### config.mk
export PLATFORM = sky130hd
export DESIGN_NAME = uart_tx_ctrl
export DESIGN_NICKNAME = d
export VERILOG_FILES = /design/src/rtl/uart_tx_ctrl.sv
export SDC_FILE = /design/constraint.sdc
export NUM_CORES = 1
export LEC_CHECK = 0
export CORE_MARGIN = 3
export CORE_UTILIZATION = 50
export CTS_BUF_LIST = sky130_fd_sc_hd__clkbuf_4
export CTS_CLUSTER_DIAMETER = 150
export DETAILED_ROUTE_END_ITERATION = 8
export GPL_ROUTABILITY_DRIVEN = 0
export GPL_TIMING_DRIVEN = 0
export MAX_ROUTING_LAYER = met4
export PLACE_DENSITY_LB_ADDON = 0.1
export REMOVE_ABC_BUFFERS = 1
export SYNTH_ARGS = -nofsm -noshare
export SYNTH_HDL_FRONTEND = slang
export SYNTH_SLANG_ARGS = --single-unit
### constraint.sdc
create_clock -name clk -period 4.83 [get_ports clk]
set_input_delay 1.2075 -clock clk [delete_from_list [all_inputs] [get_ports clk]]
set_output_delay 1.2075 -clock clk [all_outputs]
set_load 0.01 [all_outputs]
### src/rtl/uart_tx_ctrl.sv
// uart_tx_ctrl: bus-programmed TX byte FIFO feeding a UART transmitter.
//
// Ports
//   clk, rst         clock, synchronous active-high reset
//   wr_en, rd_en     bus write / read strobes
//   addr[1:0]        0 TXDATA, 1 STATUS, 2 CTRL, 3 reserved
//   wdata[31:0]      bus write data
//   rdata[31:0]      registered read data, valid the cycle after rd_en
//   tx_send          frame start request to the transmitter (high only in REQ)
//   tx_data[7:0]     byte for the transmitter, stable while tx_send is high
//   tx_busy          transmitter busy with a frame
//   irq              registered level interrupt: FIFO drained and FSM idle
//
// state    | meaning
// ---------+---------------------------------------------------------
// ST_IDLE  | no frame in progress; pop the head when enabled
// ST_REQ   | tx_send held high until the transmitter reports busy
// ST_DRAIN | frame in progress; wait for the transmitter to go idle
module uart_tx_ctrl #(
    parameter int FIFO_DEPTH = 8
) (
    input  logic        clk,
    input  logic        rst,
    input  logic        wr_en,
    input  logic        rd_en,
    input  logic [1:0]  addr,
    input  logic [31:0] wdata,
    output logic [31:0] rdata,
    output logic        tx_send,
    output logic [7:0]  tx_data,
    input  logic        tx_busy,
    output logic        irq
);

    localparam int AW = $clog2(FIFO_DEPTH);
    localparam int CW = AW + 1;

    typedef enum logic [1:0] {
        ST_IDLE  = 2'd0,
        ST_REQ   = 2'd1,
        ST_DRAIN = 2'd2
    } state_t;

    state_t state, state_nx;

    logic [7:0]    fifo_mem [FIFO_DEPTH];
    logic [AW-1:0] wr_ptr, rd_ptr;
    logic [CW-1:0] count;
    logic          full, empty;

    logic          ovf, en, irq_en;
    logic          wr_txdata, wr_status, wr_ctrl;
    logic          flush, push, ovf_set, pop;
    logic [7:0]    count_ext;
    logic [31:0]   rd_mux;
    logic          unused_wdata;

    assign full  = (count == CW'(FIFO_DEPTH));
    assign empty = (count == '0);

    assign wr_txdata = wr_en && (addr == 2'd0);
    assign wr_status = wr_en && (addr == 2'd1);
    assign wr_ctrl   = wr_en && (addr == 2'd2);

    assign flush   = wr_ctrl && wdata[1];
    // Full is judged on the registered count, so a pop in the same cycle
    // does not make room for the incoming byte.
    assign push    = wr_txdata && !full && !flush;
    assign ovf_set = wr_txdata && full;

    assign unused_wdata = ^wdata[31:8];

    // FSM next-state and outputs
    always_comb begin
        state_nx = state;
        pop      = 1'b0;
        tx_send  = 1'b0;
        case (state)
            ST_IDLE: begin
                // empty comes from the registered count, so a byte pushed
                // this cycle into an empty FIFO waits one cycle.
                if (en && !empty) begin
                    pop      = 1'b1;
                    state_nx = ST_REQ;
                end
            end
            ST_REQ: begin
                tx_send = 1'b1;
                if (tx_busy) begin
                    state_nx = ST_DRAIN;
                end
            end
            ST_DRAIN: begin
                if (!tx_busy) begin
                    state_nx = ST_IDLE;
                end
            end
            default: state_nx = ST_IDLE;
        endcase
    end

    // FSM state register
    always_ff @(posedge clk) begin
        if (rst) begin
            state <= ST_IDLE;
        end else begin
            state <= state_nx;
        end
    end

    // FIFO storage carries no reset; pointers and count define validity.
    always_ff @(posedge clk) begin
        if (!rst && push) begin
            fifo_mem[wr_ptr] <= wdata[7:0];
        end
    end

    // Read mux
    assign count_ext = 8'(count);

    always_comb begin
        rd_mux = '0;
        case (addr)
            2'd1: rd_mux = {16'h0000, count_ext, 3'b000, (state != ST_IDLE),
                            ovf, tx_busy, empty, full};
            2'd2: rd_mux = {29'd0, irq_en, 1'b0, en};
            default: rd_mux = '0;
        endcase
    end

    // Datapath, registers, interrupt
    always_ff @(posedge clk) begin
        if (rst) begin
            wr_ptr  <= '0;
            rd_ptr  <= '0;
            count   <= '0;
            ovf     <= 1'b0;
            en      <= 1'b0;
            irq_en  <= 1'b0;
            tx_data <= 8'h00;
            rdata   <= 32'h0;
            irq     <= 1'b0;
        end else begin
            // A pop in the flush cycle still hands its byte to the
            // transmitter; only the queued bytes are discarded.
            if (pop) begin
                tx_data <= fifo_mem[rd_ptr];
            end

            if (flush) begin
                wr_ptr <= '0;
                rd_ptr <= '0;
                count  <= '0;
            end else begin
                if (push) begin
                    wr_ptr <= wr_ptr + AW'(1);
                end
                if (pop) begin
                    rd_ptr <= rd_ptr + AW'(1);
                end
                count <= count + CW'(push) - CW'(pop);
            end

            if (ovf_set) begin
                ovf <= 1'b1;
            end else if (wr_status && wdata[3]) begin
                ovf <= 1'b0;
            end

            if (wr_ctrl) begin
                en     <= wdata[0];
                irq_en <= wdata[2];
            end

            irq <= irq_en && empty && (state == ST_IDLE);

            if (rd_en) begin
                rdata <= rd_mux;
            end
        end
    end

endmodule

==> results of run 1 <==
[cells in the final DEF (no fill, tap or decap), types with 2 or more instances in the layout]
master           instances
a21oi_1                 16
bufinv_16                2
clkbuf_4                11
clkdlybuf4s50_1         33
conb_1                  23
dfxtp_1                 33
edfxtp_1                64
ha_1                    11
inv_1                   13
mux2i_1                  2
mux4_1                  10
mux4_2                   6
nand2_1                  6
nand2b_1                 4
nand3_1                  4
nand3_2                  2
nand4_1                  2
nor2_1                  30
nor2b_1                  8
nor3_1                   9
nor3_2                   4
o21ai_0                  2
o22ai_1                  8
or3_1                    2
xnor2_1                  5
[worst max-delay path, cell delays in order]
cell             delay (ps)
clkdlybuf4s50_1         490
inv_1                    60
ha_1                    300
a211o_1                 500
or2_2                   380
nor2_1                  790
[worst paths after layout]
| check | depth (start not counted) | from | slack (ps) | endpoint |
|---|---|---|---|---|
| setup / recovery | 6 | addr[0] | 1150 | fifo_mem[4][6] |
| hold / removal | 2 | irq_en | 470 | irq |
| setup reg to reg | 6 | count[2] | 2040 | fifo_mem[4][6] |
| hold reg to reg | 2 | irq_en | 470 | irq |
[metrics by stage]
step / cells / hold WS [ps] / total power (W)
after CTS: 429 / 469 / 0.00154
after detailed placement: 413 / 465 / 0.00106
after global routing: 429 / 500 / 0.00159
after floorplan: 278 / 438 / 0.00101
after global placement: 413 / 461 / 0.00106
final: 429 / 473 / 0.00152
[flip-flops by register name (all words and copies together) (netlist names), 2 cells and up]
| signal | flops |
|---|---|
| fifo_mem | 64 |
| count | 4 |
| rd_ptr | 3 |
| tx_data | 8 |
| rdata | 9 |
| wr_ptr | 3 |
| state | 2 |
[synthesized netlist by cell type (2+ instances only)]
cell and n:
a21oi_1 16, buf_2 2, buf_4 23, buf_6 4, clkbuf_1 5, dfxtp_1 33, edfxtp_1 64, ha_1 11
inv_1 13, mux2i_1 2, mux4_1 10, mux4_2 6, nand2_1 6, nand2b_1 4, nand3_1 4, nand3_2 2
nand4_1 2, nor2_1 30, nor2b_1 8, nor3_1 13, o21ai_0 2, o22ai_1 8, or3_1 2, xnor2_1 5
[layer usage]
| metal | routed length [um] | GRT usage |
|---|---|---|
| met4 | 60 | 0.0421 |
| met5 | 0 | - |
| met2 | 3590 | 0.271 |
| met3 | 366 | 0.0511 |
| met1 | 3360 | 0.239 |
[cell families (layout without fill, tap and decap cells)]
group	Yosys count	in the layout	share of synthesized area
mux	18	18	0.102
simple gates	79	79	0.0987
fa+ha+maj	12	12	0.0385
buf+inv	49	62	0.0742
compound gates	30	30	0.0425
flops	97	97	0.630
xor+xnor	6	6	0.0128
other cells	1	23	0.000915
[final cells by class]
| cell class | instances | area (um2) |
|---|---|---|
| fill | 630 | 3280 |
| clock inverter | 5 | 80.1 |
| inverter | 13 | 48.8 |
| clock buffer | 11 | 82.6 |
| timing repair buffer | 33 | 330 |
| sequential | 97 | 2580 |
| tap | 102 | 128 |
| multi-input combinational | 168 | 1310 |
[report_power, final]
group          switching [W]  internal, W  total [W]
Combinational      0.0000771    0.0000575   0.000135
Clock               0.000257     0.000222   0.000480
Sequential         0.0000124     0.000898   0.000910
==> results.sh, run 1 <==
export IMPL_yosys_area_top_type_share=0.469
export IMPL_clock_path_buffers=2
export IMPL_wl_per_cell_um=17.2
export IMPL_path_class="primary input to flop"
export IMPL_overflow=0
export IMPL_core_um2=7850
export IMPL_dpl_hpwl_um=4650
export IMPL_io_buffers=33
export IMPL_status="complete, no violations"
export IMPL_synth_cell_type_count=41
export IMPL_fp_dieW_um=96.5
export IMPL_ir_drop_mv=0.174
export IMPL_avgSynthCellArea_um2=14.0
export IMPL_critical_path_required_ps=4880
export IMPL_leakagePower_nw=1.55
export IMPL_dieArea_um2=9320
export IMPL_antenna_found_initial=0
export IMPL_cts_setup_buffers=0
export IMPL_cts_num_sinks=97
export IMPL_syn_area_um2=4100
export IMPL_via_count=2269
export IMPL_endpoint_kind="flop"
export IMPL_drc=0
export IMPL_power_density_nw_per_um2=334
export IMPL_crit_arrival_ps=3730
export IMPL_place_ws_ps=685
export IMPL_finalSetupViolations=0
export IMPL_rows=32
export IMPL_diodes=0
export IMPL_period_share=0.761
export IMPL_ys_flop_type="edfxtp_1"
export IMPL_relSlewSlack=0.194
export IMPL_ys_warn_count=0
export IMPL_maxCapViolCount=0
export IMPL_slew_viol_final=0
export IMPL_drive_gt1_frac=0.0948
export IMPL_crit_fanout=10
export IMPL_grt_pass1_wl_um=11500
export IMPL_fp_dieH_um=96.5
export IMPL_final_area_um2=4560
export IMPL_totalWireLength_um=7380
export IMPL_fin_ws_ps=1150
export IMPL_cts_buffers=9
export IMPL_fin_nets=373
export IMPL_drtAntennaViolNets=0
export IMPL_final_util=0.582
export IMPL_grt_pass1_vias=2082
export IMPL_root_buffer="clkbuf_4"
export IMPL_start_util=0.522
export IMPL_cts_resized=0
export IMPL_clk_latency_ps=430
export IMPL_crit_path_start_kind="primary input"
export IMPL_synth_largest_area_cell="edfxtp_1"
export IMPL_dpl_cell_area_um2=4400
export IMPL_synth_ff_latch_count=97
export IMPL_htree_levels=3
export IMPL_hold_class="flop to flop"
export IMPL_synth_edff_count=64
export IMPL_grt_max_degree=29
export IMPL_tns_ps=0
export IMPL_async_reset_ff_frac=0
export IMPL_yosysSeqAreaShare=0.630
export IMPL_hold_viol_final=0
export IMPL_drt_pass1_iter_count=4
export IMPL_area_growth_pct=11.4
export IMPL_cts_tree="built"
export IMPL_holdBufCountCts=0
export IMPL_drt_vias_per_instance=5.29
export IMPL_yosys_top_cells_area="edfxtp_1 (47%), dfxtp_1 (16%), mux4_1 (6.4%)"
export IMPL_fmax_mhz=272
export IMPL_min_period_ps=3680
export IMPL_finClkSkew_ps=18.9
export IMPL_rsz0062_at_grt="no"
export IMPL_drtIter0Drc=121
export IMPL_track_usage=0.178
export IMPL_tightest_slew_ps=1200
export IMPL_synthCells=292
export IMPL_io_pins=81
export IMPL_clk_pin_slew_ps=150
(Power assumes the default switching activity.)
==> run 2, diff against run 1 <==
==> constraint.sdc (replaced) <==
create_clock -name clk -period 3.4 [get_ports clk]
set_input_delay 0.85 -clock clk [delete_from_list [all_inputs] [get_ports clk]]
set_output_delay 0.85 -clock clk [all_outputs]
set_load 0.01 [all_outputs]
==> results of run 2 <==
Same layout as run 1 (identical final DEF). Status: complete, no violations.
Among the figures that moved: setup slack after placement 685 ps -> -388 ps; setup slack after layout 1150 ps -> 80.3 ps; register-to-register setup slack 2040 ps -> 610 ps; total power 0.00152 W -> 0.00217 W; worst IR drop on VDD 0.174 mV -> 0.247 mV
==> run 3, diff against run 2 <==
--- a/config.mk
+++ b/config.mk
@@ -15,6 +15,7 @@
 export MAX_ROUTING_LAYER = met4
 export PLACE_DENSITY_LB_ADDON = 0.1
 export REMOVE_ABC_BUFFERS = 1
+export SLEW_MARGIN = 40
 export SYNTH_ARGS = -nofsm -noshare
 export SYNTH_HDL_FRONTEND = slang
 export SYNTH_SLANG_ARGS = --single-unit
==> results.sh, run 3 (same netlist as run 1, synthesis figures left out) <==
export IMPL_leakagePower_nw=1.56
export IMPL_largestRegisters="fifo_mem (64), rdata (9), tx_data (8)"
export IMPL_io_buffers=33
export IMPL_largest_reg_flops=64
export IMPL_drtIter0Drc=133
export IMPL_drt_vias_per_instance=5.22
export IMPL_hold_viol_final=0
export IMPL_ir_drop_mv=0.214
export IMPL_wl_per_cell_um=16.9
export IMPL_drive_gt1_frac=0.127
export IMPL_antenna_found_initial=0
export IMPL_crit_top_cell="ha_1"
export IMPL_diodes=0
export IMPL_dpl_hpwl_um=4820
export IMPL_via_count=2261
export IMPL_wl_met3_um=300
export IMPL_cts_resized=0
export IMPL_crit_path_start_kind="primary input"
export IMPL_finClkSkew_ps=18.6
export IMPL_grt_max_degree=29
export IMPL_fmax_mhz=328
export IMPL_track_usage=0.179
export IMPL_cp_slowest_cell="a211o_1"
export IMPL_crit_arrival_ps=3400
export IMPL_drt_pass1_iter_count=4
export IMPL_path_class="primary input to flop"
export IMPL_rows=32
export IMPL_power_density_nw_per_um2=460
export IMPL_hold_slack_ps=478
export IMPL_area_growth_pct=11.8
export IMPL_totalWireLength_um=7310
export IMPL_htree_levels=3
export IMPL_cts_num_sinks=97
export IMPL_overflow=0
export IMPL_drtAntennaViolNets=0
export IMPL_grt_pass1_wl_um=11600
export IMPL_wl_met2_um=3590
export IMPL_clk_latency_ps=440
export IMPL_cts_tree="built"
export IMPL_crit_family="adder cells"
export IMPL_grt_pass1_vias=2158
export IMPL_min_period_ps=3050
export IMPL_clk_pin_slew_ps=150
export IMPL_fp_dieW_um=96.5
export IMPL_io_pins=81
export IMPL_final_common_cell="edfxtp_1"
export IMPL_mostFrequentLayoutCells="edfxtp_1 (64), dfxtp_1 (32), clkdlybuf4s50_1 (32)"
export IMPL_fp_dieH_um=96.5
export IMPL_fin_nets=377
export IMPL_wl_met1_um=3310
export IMPL_cts_buffers=9
export IMPL_slew_viol_final=0
export IMPL_crit_chain="clkdlybuf4s50_1 -> inv_1 -> ha_1 -> a211o_1 -> ha_1 -> inv_1 -> ha_1 -> fa_1 -> xnor2_1 -> nor2_1"
export IMPL_holdBufCountCts=0
export IMPL_critical_path_required_ps=3750
export IMPL_drc=0
export IMPL_r2r_slack_ps=700
export IMPL_tns_ps=0
export IMPL_root_buffer="clkbuf_4"
export IMPL_tightest_slew_ps=754
export IMPL_dieArea_um2=9320
export IMPL_maxUsedRoutingLayer="met4"
export IMPL_finalSetupViolations=0
export IMPL_status="complete, no violations"
export IMPL_hold_class="flop to flop"
export IMPL_clock_path_buffers=2
export IMPL_cts_setup_buffers=0
export IMPL_period_share=0.897
export IMPL_n_fill_cell=637
export IMPL_endpoint_kind="flop"
export IMPL_relSlewSlack=0.497
export IMPL_worst_path_buf_inv=3
export IMPL_rsz0062_at_grt="no"
export IMPL_maxCapViolCount=0
export IMPL_slowest_delay_ps=500
export IMPL_top_register="fifo_mem"
export IMPL_start_util=0.522
export IMPL_crit_fanout=10
export IMPL_core_um2=7850
## run 3: cell type report
type / count / area (um2) / area share
Tap cell: 102 / 128 / 0.0279
Clock buffer: 10 / 75.1 / 0.0164
Multi-Input combinational cell: 168 / 1320 / 0.289
Inverter: 13 / 48.8 / 0.0107
Timing Repair Buffer: 37 / 355 / 0.0776
Sequential cell: 97 / 2580 / 0.564
Clock inverter: 6 / 67.6 / 0.0148
## run 3: routing by layer
metal  vias to the layer above  global-route usage
met1                      1109               0.240
li1                       1092                   -
met3                         9              0.0395
met4                         0              0.0561
met2                        51               0.276
met5                         -                   -
## run 3: power breakdown
group          switching [W]  leakage (nW)  internal, W
clock               0.000385        0.0730     0.000235
combinational       0.000110         0.645    0.0000818
sequential         0.0000176         0.843      0.00128
## run 3: worst min-delay path: stages, from the launching register on
cell and delay [ps]:
dfxtp_1 350, nand2b_1 70, nor4_1 40
## run 3: metrics by stage
| step | util | worst slack (ps) | cell area [um2] | power (W) | cells |
|---|---|---|---|---|---|
| finish | 0.584 | 351 | 4580 | 0.00211 | 433 |
| CTS | 0.584 | 350 | 4580 | 0.00212 | 433 |
| global placement | 0.558 | -710 | 4380 | 0.00151 | 413 |
| floorplan | - | 645 | 3920 | 0.00143 | 278 |
| global route | 0.584 | 234 | 4580 | 0.00219 | 433 |
| detailed placement | 0.566 | -132 | 4440 | 0.00151 | 417 |
## run 3: worst paths after layout
| path | start | to | cells after the start |
|---|---|---|---|
| worst min-delay path | irq_en | irq | 2 |
| worst min register to register | irq_en | irq | 2 |
| worst max-delay path | addr[0] | count[2] | 10 |
| worst max register to register | count[2] | count[3] | 11 |
